`config.mk`:
```
export PLATFORM = sky130hd
export DESIGN_NAME = serial_compare_ctrl
export DESIGN_NICKNAME = d
export VERILOG_FILES = /design/src/rtl/serial_compare_ctrl.sv
export SDC_FILE = /design/constraint.sdc
export NUM_CORES = 1
export LEC_CHECK = 0
export ABC_CLOCK_PERIOD_IN_PS = 2200
export CAP_MARGIN = 5
export CORE_MARGIN = 2
export CORE_UTILIZATION = 40
export DETAILED_ROUTE_END_ITERATION = 10
export PLACE_DENSITY = 0.66
export SYNTH_ARGS = -nofsm -noshare
export SYNTH_HDL_FRONTEND = slang
export SYNTH_SLANG_ARGS = --single-unit
export TNS_END_PERCENT = 10
```
`constraint.sdc`:
```
create_clock -name clk -period 2.2 [get_ports clk]
set_input_delay 0.22 -clock clk [delete_from_list [all_inputs] [get_ports clk]]
set_output_delay 0.22 -clock clk [all_outputs]
set_load 0.02 [all_outputs]
```
`src/rtl/serial_compare_ctrl.sv`:
```
// Bit-serial unsigned magnitude comparator: scans A and B from the MSB down,
// one bit per clock, and reports eq/lt/gt plus the number of compare cycles used.
module serial_compare_ctrl #(
  parameter int WIDTH      = 8,
  parameter bit EARLY_EXIT = 1'b1
) (
  input  logic                       clk,
  input  logic                       rst_n,
  input  logic                       start,
  input  logic [WIDTH-1:0]           a,
  input  logic [WIDTH-1:0]           b,
  output logic                       busy,
  output logic                       done,
  output logic                       eq,
  output logic                       lt,
  output logic                       gt,
  output logic [$clog2(WIDTH+1)-1:0] cycles
);

  localparam int IW = $clog2(WIDTH);

  typedef enum logic [1:0] {IDLE, RUN, DONE} state_t;

  state_t           state, state_nxt;
  logic [WIDTH-1:0] a_q, b_q;
  logic [IW-1:0]    idx;
  logic             hit_q, lt_q, gt_q;

  logic bit_a, bit_b, differ, last;
  logic hit_nxt, lt_nxt, gt_nxt;

  assign bit_a  = a_q[idx];
  assign bit_b  = b_q[idx];
  assign differ = bit_a ^ bit_b;
  assign last   = (idx == '0);

  // Only the most significant difference decides the ordering.
  assign hit_nxt = hit_q | differ;
  assign lt_nxt  = hit_q ? lt_q : (~bit_a & bit_b);
  assign gt_nxt  = hit_q ? gt_q : (bit_a & ~bit_b);

  always_comb begin
    state_nxt = state;
    case (state)
      IDLE:    if (start) state_nxt = RUN;
      RUN:     if (last || (EARLY_EXIT && differ)) state_nxt = DONE;
      DONE:    state_nxt = IDLE;
      default: state_nxt = IDLE;
    endcase
  end

  always_ff @(posedge clk or negedge rst_n) begin
    if (!rst_n) state <= IDLE;
    else        state <= state_nxt;
  end

  always_ff @(posedge clk or negedge rst_n) begin
    if (!rst_n) begin
      busy   <= 1'b0;
      done   <= 1'b0;
      eq     <= 1'b0;
      lt     <= 1'b0;
      gt     <= 1'b0;
      cycles <= '0;
      a_q    <= '0;
      b_q    <= '0;
      idx    <= '0;
      hit_q  <= 1'b0;
      lt_q   <= 1'b0;
      gt_q   <= 1'b0;
    end else begin
      busy <= (state_nxt != IDLE);
      done <= (state_nxt == DONE);
      case (state)
        IDLE: if (start) begin
          a_q    <= a;
          b_q    <= b;
          idx    <= IW'(WIDTH-1);
          eq     <= 1'b0;
          lt     <= 1'b0;
          gt     <= 1'b0;
          cycles <= '0;
          hit_q  <= 1'b0;
          lt_q   <= 1'b0;
          gt_q   <= 1'b0;
        end
        RUN: begin
          cycles <= cycles + 1'b1;
          hit_q  <= hit_nxt;
          lt_q   <= lt_nxt;
          gt_q   <= gt_nxt;
          // Flags stay 0 while scanning and are published together on exit.
          if (state_nxt == DONE) begin
            eq <= ~hit_nxt;
            lt <= lt_nxt;
            gt <= gt_nxt;
          end else begin
            idx <= idx - 1'b1;
          end
        end
        default: ;
      endcase
    end
  end

endmodule

```
==> impl_summary.log, run 1 <==
[metrics] multi-input gate area in the final layout: 692 um^2
[metrics] number of pins with negative max-slew slack in the final report: 0
[metrics] switching portion of total power: between 30% and 40%
[metrics] wire length of the first global-routing pass: ~4800 um
[metrics] half-perimeter wire length after placement: 2110 um
[metrics] delay-heaviest family, CP: multiplexers
[metrics] Post-layout nets: 203
[metrics] peak fanout along the critical path: 7
[metrics] Netlist cell types: 25
[metrics] final critical delay including setup and external delays: 2160 ps
[metrics] Clk Tree Root Cell: clkbuf_8
[metrics] number of antenna violations at the first check in global routing: 0
[metrics] CORE AREA: ~3700 um^2
[metrics] clock tree from TritonCTS: done
[metrics] number of fill cells: ~340
[metrics] Slowest-stage cell, CP: mux4_1
[metrics] buffers from clock root to sink, at most: 2
[metrics] number of setup violations in the final report: 0
[metrics] clock-pin transition on the worst setup and hold timing paths: around 60 ps
[metrics] path type of the worst setup path: register to register
[metrics] die extent in y: between 60 and 70 um
[metrics] site row count: 22
[metrics] kind of start point of the critical path: register
[metrics] via count of the first global-routing pass: 1070
[metrics] leakage component of the power: ~1.0 nW
[metrics] non-filler instance count after layout: ~230
[metrics] ratio of cells with drive above 1 in the final layout: between 10% and 20%
[metrics] number of nets produced by synthesis: 168
[metrics] storage element area: 827 um^2
[metrics] Critical Path Max Stage Delay: between 600 and 700 ps
[metrics] initial cell density of the core: a little over two fifths
[metrics] endpoints failing hold: 0
[metrics] number of remaining DRC errors: 0
[metrics] Fin Setup TNS: 0 ps
[metrics] internal power: roughly 1.8 mW
[metrics] Die Span X: ~66 um
[metrics] Total GRT Usage: 15.0%
[metrics] antenna cells: 0
[metrics] routed wire length: just under 3000 um
[metrics] transition at the pin with the smallest max-transition slack: approximately 430 ps
[metrics] Die ar.: ~4300 um^2
[metrics] routed vias/inst: 4.88
[metrics] post-synthesis register bit count: 33
[metrics] maximum clock frequency: 463 MHz
[metrics] combinational fraction of design power: a little under half
[metrics] number of vias after detailed routing: between 1000 and 1500
[metrics] final weighted congestion of routability-driven global placement: 0.783
[metrics] kind of path behind the tightest hold check: input pin to async pin
[metrics] sequential power share: between 30% and 40%
[metrics] 1st-pass router iterations: 4
[metrics] sequential element share of the synthesized area: 53.9%
[metrics] mean post-synth cell area: 10.6 um^2
[metrics] worst endpoint required time: around 2400 ps
[metrics] count of maximum capacitance violations: 0
[metrics] kind of end point of the critical path: register
[metrics] Area Growth Syn to Fin: 30.6%
[metrics] outcome: completed
[metrics] number of H-tree branching levels: 2
[metrics] total I/O pin count: 28
[metrics] instance count of the mapped netlist: between 100 and 150
[metrics] cell area power density: roughly 1500 nW/um^2
[metrics] remaining antenna violation count after routing: 0
[metrics] average routed wire per standard cell: 13.0 um
[metrics] clock tree sinks: 33
[metrics] iteration-0 DRC count of the detailed router: 24
[metrics] overall power consumption: a little under 3 mW
[metrics] clock latency on the worst-skew pair: between 200 and 300 ps
[metrics] worst-case setup slack after placement: -58.1 ps
[metrics] worst clock skew: 5.17 ps
[metrics] count of yosys warnings during synthesis: 0
[metrics] worst path arrival time: between 2000 and 2500 ps
[metrics] Max transition margin: a little over 70%
[metrics] Switching Power: 1.07 mW
[metrics] CP bufs+invs: 0
[metrics] clock buffers created by TritonCTS: 5
[metrics] global-route congestion overflow total: 0
[metrics] cell breakdown of the critical path: mux4_1 -> mux2i_4 -> ha_4 -> a31o_4 -> mux2_2
[metrics] final period utilization: 98.1%
[metrics] maximum resistive drop on vdd: about 0.00057 V
[metrics] post-synthesis instance area: between 1500 and 2000 um^2
[metrics] placed cell count: between 200 and 250
[metrics] Final WS setup: ~42 ps
[metrics] proportion of power drawn by the clock network: about 15%
[metrics] RSZ-0062 raised after global routing: true
[metrics] maximum number of pins on one net before global-route repair: 34
[metrics] count of buffers inserted at the top-level ports: 27
-- cells in the final DEF, fill, tap and decap left out, drive strengths merged --
cell type      netlist  routed
a31o                 1       1
mux2i                9       9
a22o                 3       3
nand2b               3       3
dfrtp               33      33
nand4                2       2
ha                   5       5
nand2               52      52
o21bai               1       1
o21ai                2       2
clkdlybuf4s50        0      27
clkbuf               1       7
a21oi                2       2
buf                  4       6
inv                  5       5
nand3                2       2
a21o                 1       1
mux2                 2       2
nor3b                1       1
or3b                 1       1
o21a                 1       1
nor2                 7       7
and2b                1       1
mux4                 4       4
nand3b               1       1
-- timing repair --
action	CTS	global route
gates resized for setup	2	7
endpoints found under the setup margin	5	6
pin swaps	0	1
cloned	0	0
setup buffers	0	1
hold buffers	0	0
-- flip-flops by register name (all words and copies together) (netlist names) --
name,flops
b_q,8
gt,1
lt,1
cycles,4
busy,1
gt_q,1
eq,1
done,1
lt_q,1
state,2
idx,3
hit_q,1
a_q,8
-- stage by stage --
stage	utilization [%]	hold WS, ps	area (um^2)
5_1_grt	54.6	362	2000
3_3_place_gp	51.1	454	1870
3_5_place_dp	51.1	461	1870
6_report	54.6	345	2000
4_1_cts	53.6	350	1960
2_1_floorplan	-	-75.6	1530
-- power groups by stage --
stage	Sequential, mW	Clock, mW	Combinational, mW
4_1_cts	1.07	0.464	1.22
5_1_grt	1.12	0.495	1.52
6_report	1.08	0.447	1.38
3_3_place_gp	1.07	0	1.17
2_1_floorplan	1.05	0	0.824
3_5_place_dp	1.08	0	1.21
-- worst reg2reg max path, delay by kind of cell, from the launching register on --
kind / cells / cell delay, ps
DFF: 1 / 450
muxes: 3 / 1120
adders and majority gates: 1 / 240
AOI/OAI and AO/OA: 1 / 240
-- cell usage after synthesis (all sizes together) --
library cell   n  area, um^2
o21a           1        7.51
nand2         52         195
and2b          1        7.51
a21oi          2        10.0
nor3b          1        12.5
inv            5        18.8
mux4           4         105
nand4          2        12.5
o21bai         1        7.51
nand3b         1        7.51
ha             5        62.6
dfrtp         33         826
a21o           1        7.51
nand3          2        10.0
nand2b         3        18.8
o21ai          2        10.0
a31o           1        8.76
buf            4        26.3
or3b           1        8.76
nor2           7        26.3
clkbuf         1        3.75
a22o           3        26.3
mux2i          9        90.1
mux2           2        22.5
-- final timing paths --
| kind | start | to | slack, ps | cells after the start |
|---|---|---|---|---|
| max | idx[0] | gt | 40 | 5 |
| min | rst_n | cycles[1] | 350 | 2 |
| max reg2reg | idx[0] | gt | 40 | 5 |
| min reg2reg | cycles[3] | cycles[3] | 480 | 1 |
| max in group asynchronous | rst_n | idx[0] | 1530 | 2 |
| min in group clk | a[1] | a_q[1] | 460 | 3 |
-- routing by layer --
| metal | routed length, um | track usage, % |
|---|---|---|
| met1 | 1330 | 17.5 |
| met2 | 1430 | 25.3 |
| met3 | 131 | 4.26 |
| met4 | 54 | 7.03 |
| met5 | 0 | 0 |
-- logic make-up after synthesis --
family	share of synthesized area (%)
buf+inv	3.19
flops	53.9
compound gates	5.07
simple gates	19.5
fa+ha+maj	4.08
mux	14.2
-- final cells by class --
cell class              count  share of cell area (%)
clock buffers               7                    4.32
inverters                   5                   0.939
multi-input cells         101                    34.6
flip-flops and latches     33                    41.4
well taps                  48                    3.00
repair buffers             33                    15.8
Power figures use the tool's default switching activity.
==> run 2, diff against run 1 <==
ABC_CLOCK_PERIOD_IN_PS = 1750   (was 2200)
CELL_PAD_IN_SITES_DETAIL_PLACEMENT = 2   (was not set)
CELL_PAD_IN_SITES_GLOBAL_PLACEMENT = 2   (was not set)
CORE_UTILIZATION = 29   (was 40)
PLACE_DENSITY = 0.73   (was 0.66)
clock period = 1.75 ns   (was 2.2 ns; I/O delays follow)
==> impl_summary.log, run 2 (synthesized netlist as in run 1, its figures left out) <==
[metrics] total placed instance area: 1970 um^2 (+5.2%)
[metrics] maximum clock frequency: 472 MHz (+2.0%)
[metrics] clock tree sinks: 33 (unchanged)
[metrics] iteration-0 DRC count of the detailed router: 27 (+13%)
[metrics] CP bufs+invs: 1 (+1)
[metrics] clock-pin transition on the worst setup and hold timing paths: 70 ps (about the same)
[metrics] depth of the most critical reg-to-reg path: 6 (+1)
[metrics] number of remaining DRC errors: 0 (unchanged)
[metrics] final period utilization: 121% (+23 points)
[metrics] Area Growth Syn to Fin: 38.8%
[metrics] number of cells on the critical path: 6 (+1)
[metrics] worst path arrival time: 2290 ps (-40 ps)
[metrics] die extent in y: 76.7 um (+16%)
[metrics] sequential power share: 32.6% (-4.6 points)
[metrics] outcome: finished, violations left
[metrics] r2r endpoint: gt
[metrics] global-route congestion overflow total: 0 (unchanged)
[metrics] Total GRT Usage: 14.2% (-0.80 points)
[metrics] Clk Tree Root Cell: clkbuf_8
[metrics] proportion of power drawn by the clock network: 13.4% (-2.0 points)
[metrics] count of maximum capacitance violations: 0 (unchanged)
[metrics] origin of the worst setup path: idx[0]
[metrics] routed vias/inst: 4.60 (-5.6%)
[metrics] post-route cell area: 2130 um^2 (+6.3%)
[metrics] wire length of the first global-routing pass: 6570 um (+38%)
[metrics] hold buffer count at cts: 0 (unchanged)
[metrics] number of pins with negative max-slew slack in the final report: 0 (unchanged)
[metrics] final critical delay including setup and external delays: 2120 ps (-41.6 ps)
[metrics] Slowest-stage cell, CP: mux4_2
[metrics] leakage component of the power: 1.03 nW (+3.4%)
[metrics] clock buffers created by TritonCTS: 5 (unchanged)
[metrics] kind of start point of the critical path: register
[metrics] largest registers: a_q x8, b_q x8, cycles x4
[metrics] site row count: 26 (+18%)
[metrics] Hold Worst Slack: 307 ps (-38.7 ps)
[metrics] Fin Setup TNS: -2610 ps (-2610 ps)
[metrics] internal power: 2.56 mW (+40%)
[metrics] CORE AREA: 5110 um^2 (+40%)
[metrics] buffers from clock root to sink, at most: 2 (unchanged)
[metrics] routed wire length: 3850 um (+31%)
[metrics] initial cell density of the core: 30.0% (-12 points)
[metrics] Post-layout nets: 212 (+4.4%)
[metrics] path type of the worst setup path: register to register
[metrics] ratio of cells with drive above 1 in the final layout: 20.6% (+7.2 points)
[metrics] commonest cells after routing, fill and taps aside: 52 x nand2_1, 32 x dfrtp_1, 27 x clkdlybuf4s50_1
[metrics] Final WS setup: -367 ps (-408 ps)
[metrics] half-perimeter wire length after placement: 2810 um (+33%)
[metrics] Die ar.: 5880 um^2 (+35%)
[metrics] worst endpoint required time: 1920 ps (-450 ps)
[metrics] Die Span X: 76.7 um (+16%)
[metrics] Critical Path Max Stage Delay: 530 ps (-100 ps)
[metrics] clock latency on the worst-skew pair: 280 ps (about the same)
[metrics] register-to-register setup slack: -370 ps (-410 ps)
[metrics] most frequent standard cell in the layout excluding fill and tap cells: nand2_1
[metrics] kind of end point of the critical path: register
[metrics] worst-case setup slack after placement: -555 ps (-497 ps)
[metrics] cell breakdown of the critical path: mux4_2 -> mux2i_2 -> inv_1 -> ha_4 -> a31o_4 -> mux2_4
[metrics] endpoints failing hold: 0 (unchanged)
[metrics] worst clock skew: 7.91 ps (+2.74 ps)
[metrics] failing checks: negative setup slack
[metrics] 1st-pass router iterations: 3 (-1)
[metrics] transition at the pin with the smallest max-transition slack: 428 ps (-4.65 ps)
[metrics] number of setup violations in the final report: 11 (+11)
[metrics] switching portion of total power: 38.1% (+1.2 points)
[metrics] delay-heaviest family, CP: multiplexers
[metrics] overall power consumption: 4.13 mW (+42%)
[metrics] total I/O pin count: 28 (unchanged)
[metrics] cell area power density: 1940 nW/um^2 (+34%)
[metrics] startpoint of the most critical register-to-register path: idx[0]
[metrics] crit path to: gt
[metrics] via count of the first global-routing pass: 1367 (+28%)
[metrics] antenna cells: 0 (unchanged)
[metrics] kind of path behind the tightest hold check: input pin to async pin
[metrics] Switching Power: 1.57 mW (+47%)
[metrics] Max transition margin: 71.5% (+0.31 points)
[metrics] average routed wire per standard cell: 14.9 um (+15%)
[metrics] number of vias after detailed routing: 1192 (+7.7%)
[metrics] remaining antenna violation count after routing: 0 (unchanged)
[metrics] number of antenna violations at the first check in global routing: 0 (unchanged)
[metrics] maximum resistive drop on vdd: 0.000585 V (+2.6%)
[metrics] combinational fraction of design power: 54.0% (+6.6 points)
[metrics] final weighted congestion of routability-driven global placement: 0.707 (-9.7%)
[metrics] maximum number of pins on one net before global-route repair: 34 (unchanged)
[metrics] count of buffers inserted at the top-level ports: 27 (unchanged)
[metrics] peak fanout along the critical path: 5 (-2)
[metrics] number of H-tree branching levels: 2 (unchanged)
[metrics] clock tree from TritonCTS: done
[metrics] RSZ-0062 raised after global routing: true
==> run 2: per-layer routing <==
layer / vias up / GRT usage [%] / share of wire (%)
met5: - / 0 / 0
met1: 597 / 15.5 / 39
li1: 561 / - / -
met4: 0 / 4.36 / 1.1
met2: 27 / 26.9 / 56
met3: 7 / 3.06 / 3.2
==> run 2: how the worst min path moves through the flow <==
stage / startpoint / endpoint / slack [ps]
2_1_floorplan: rst_n / a_q[0] / -120
3_3_place_gp: cycles[3] / cycles[3] / 460
3_5_place_dp: b_q[0] / b_q[0] / 470
4_1_cts: rst_n / cycles[3] / 320
5_1_grt: rst_n / cycles[3] / 360
6_report: rst_n / cycles[3] / 310
==> run 2: area by class of cell <==
class | count | area (um^2)
well taps | 70 | 87.6
flip-flops and latches | 33 | 827
clock inverters | 2 | 10.0
multi-input cells | 101 | 727
clock buffers | 6 | 72.6
repair buffers | 42 | 383
inverters | 5 | 18.8
fillers | 550 | 2980
==> run 2: power by group through the flow <==
stage	Clock (mW)	Sequential (mW)	Combinational, mW
6_report	0.554	1.34	2.23
3_3_place_gp	0	1.34	1.85
2_1_floorplan	0	1.33	1.17
3_5_place_dp	0	1.36	1.97
5_1_grt	0.598	1.40	2.46
4_1_cts	0.574	1.36	2.20
==> run 2: metrics by stage <==
stage,cells,util [%]
floorplan,144,-
global placement,249,38.5
detailed placement,249,38.5
CTS,258,41.3
global route,259,41.6
finish,259,41.6
==> run 2: what timing repair did <==
| action | 4_1_cts | 5_1_grt |
|---|---|---|
| gates resized for setup | 11 | 1 |
| pin swaps | 2 | 0 |
| setup buffers | 1 | 1 |
| endpoints found under the setup margin | 12 | 12 |
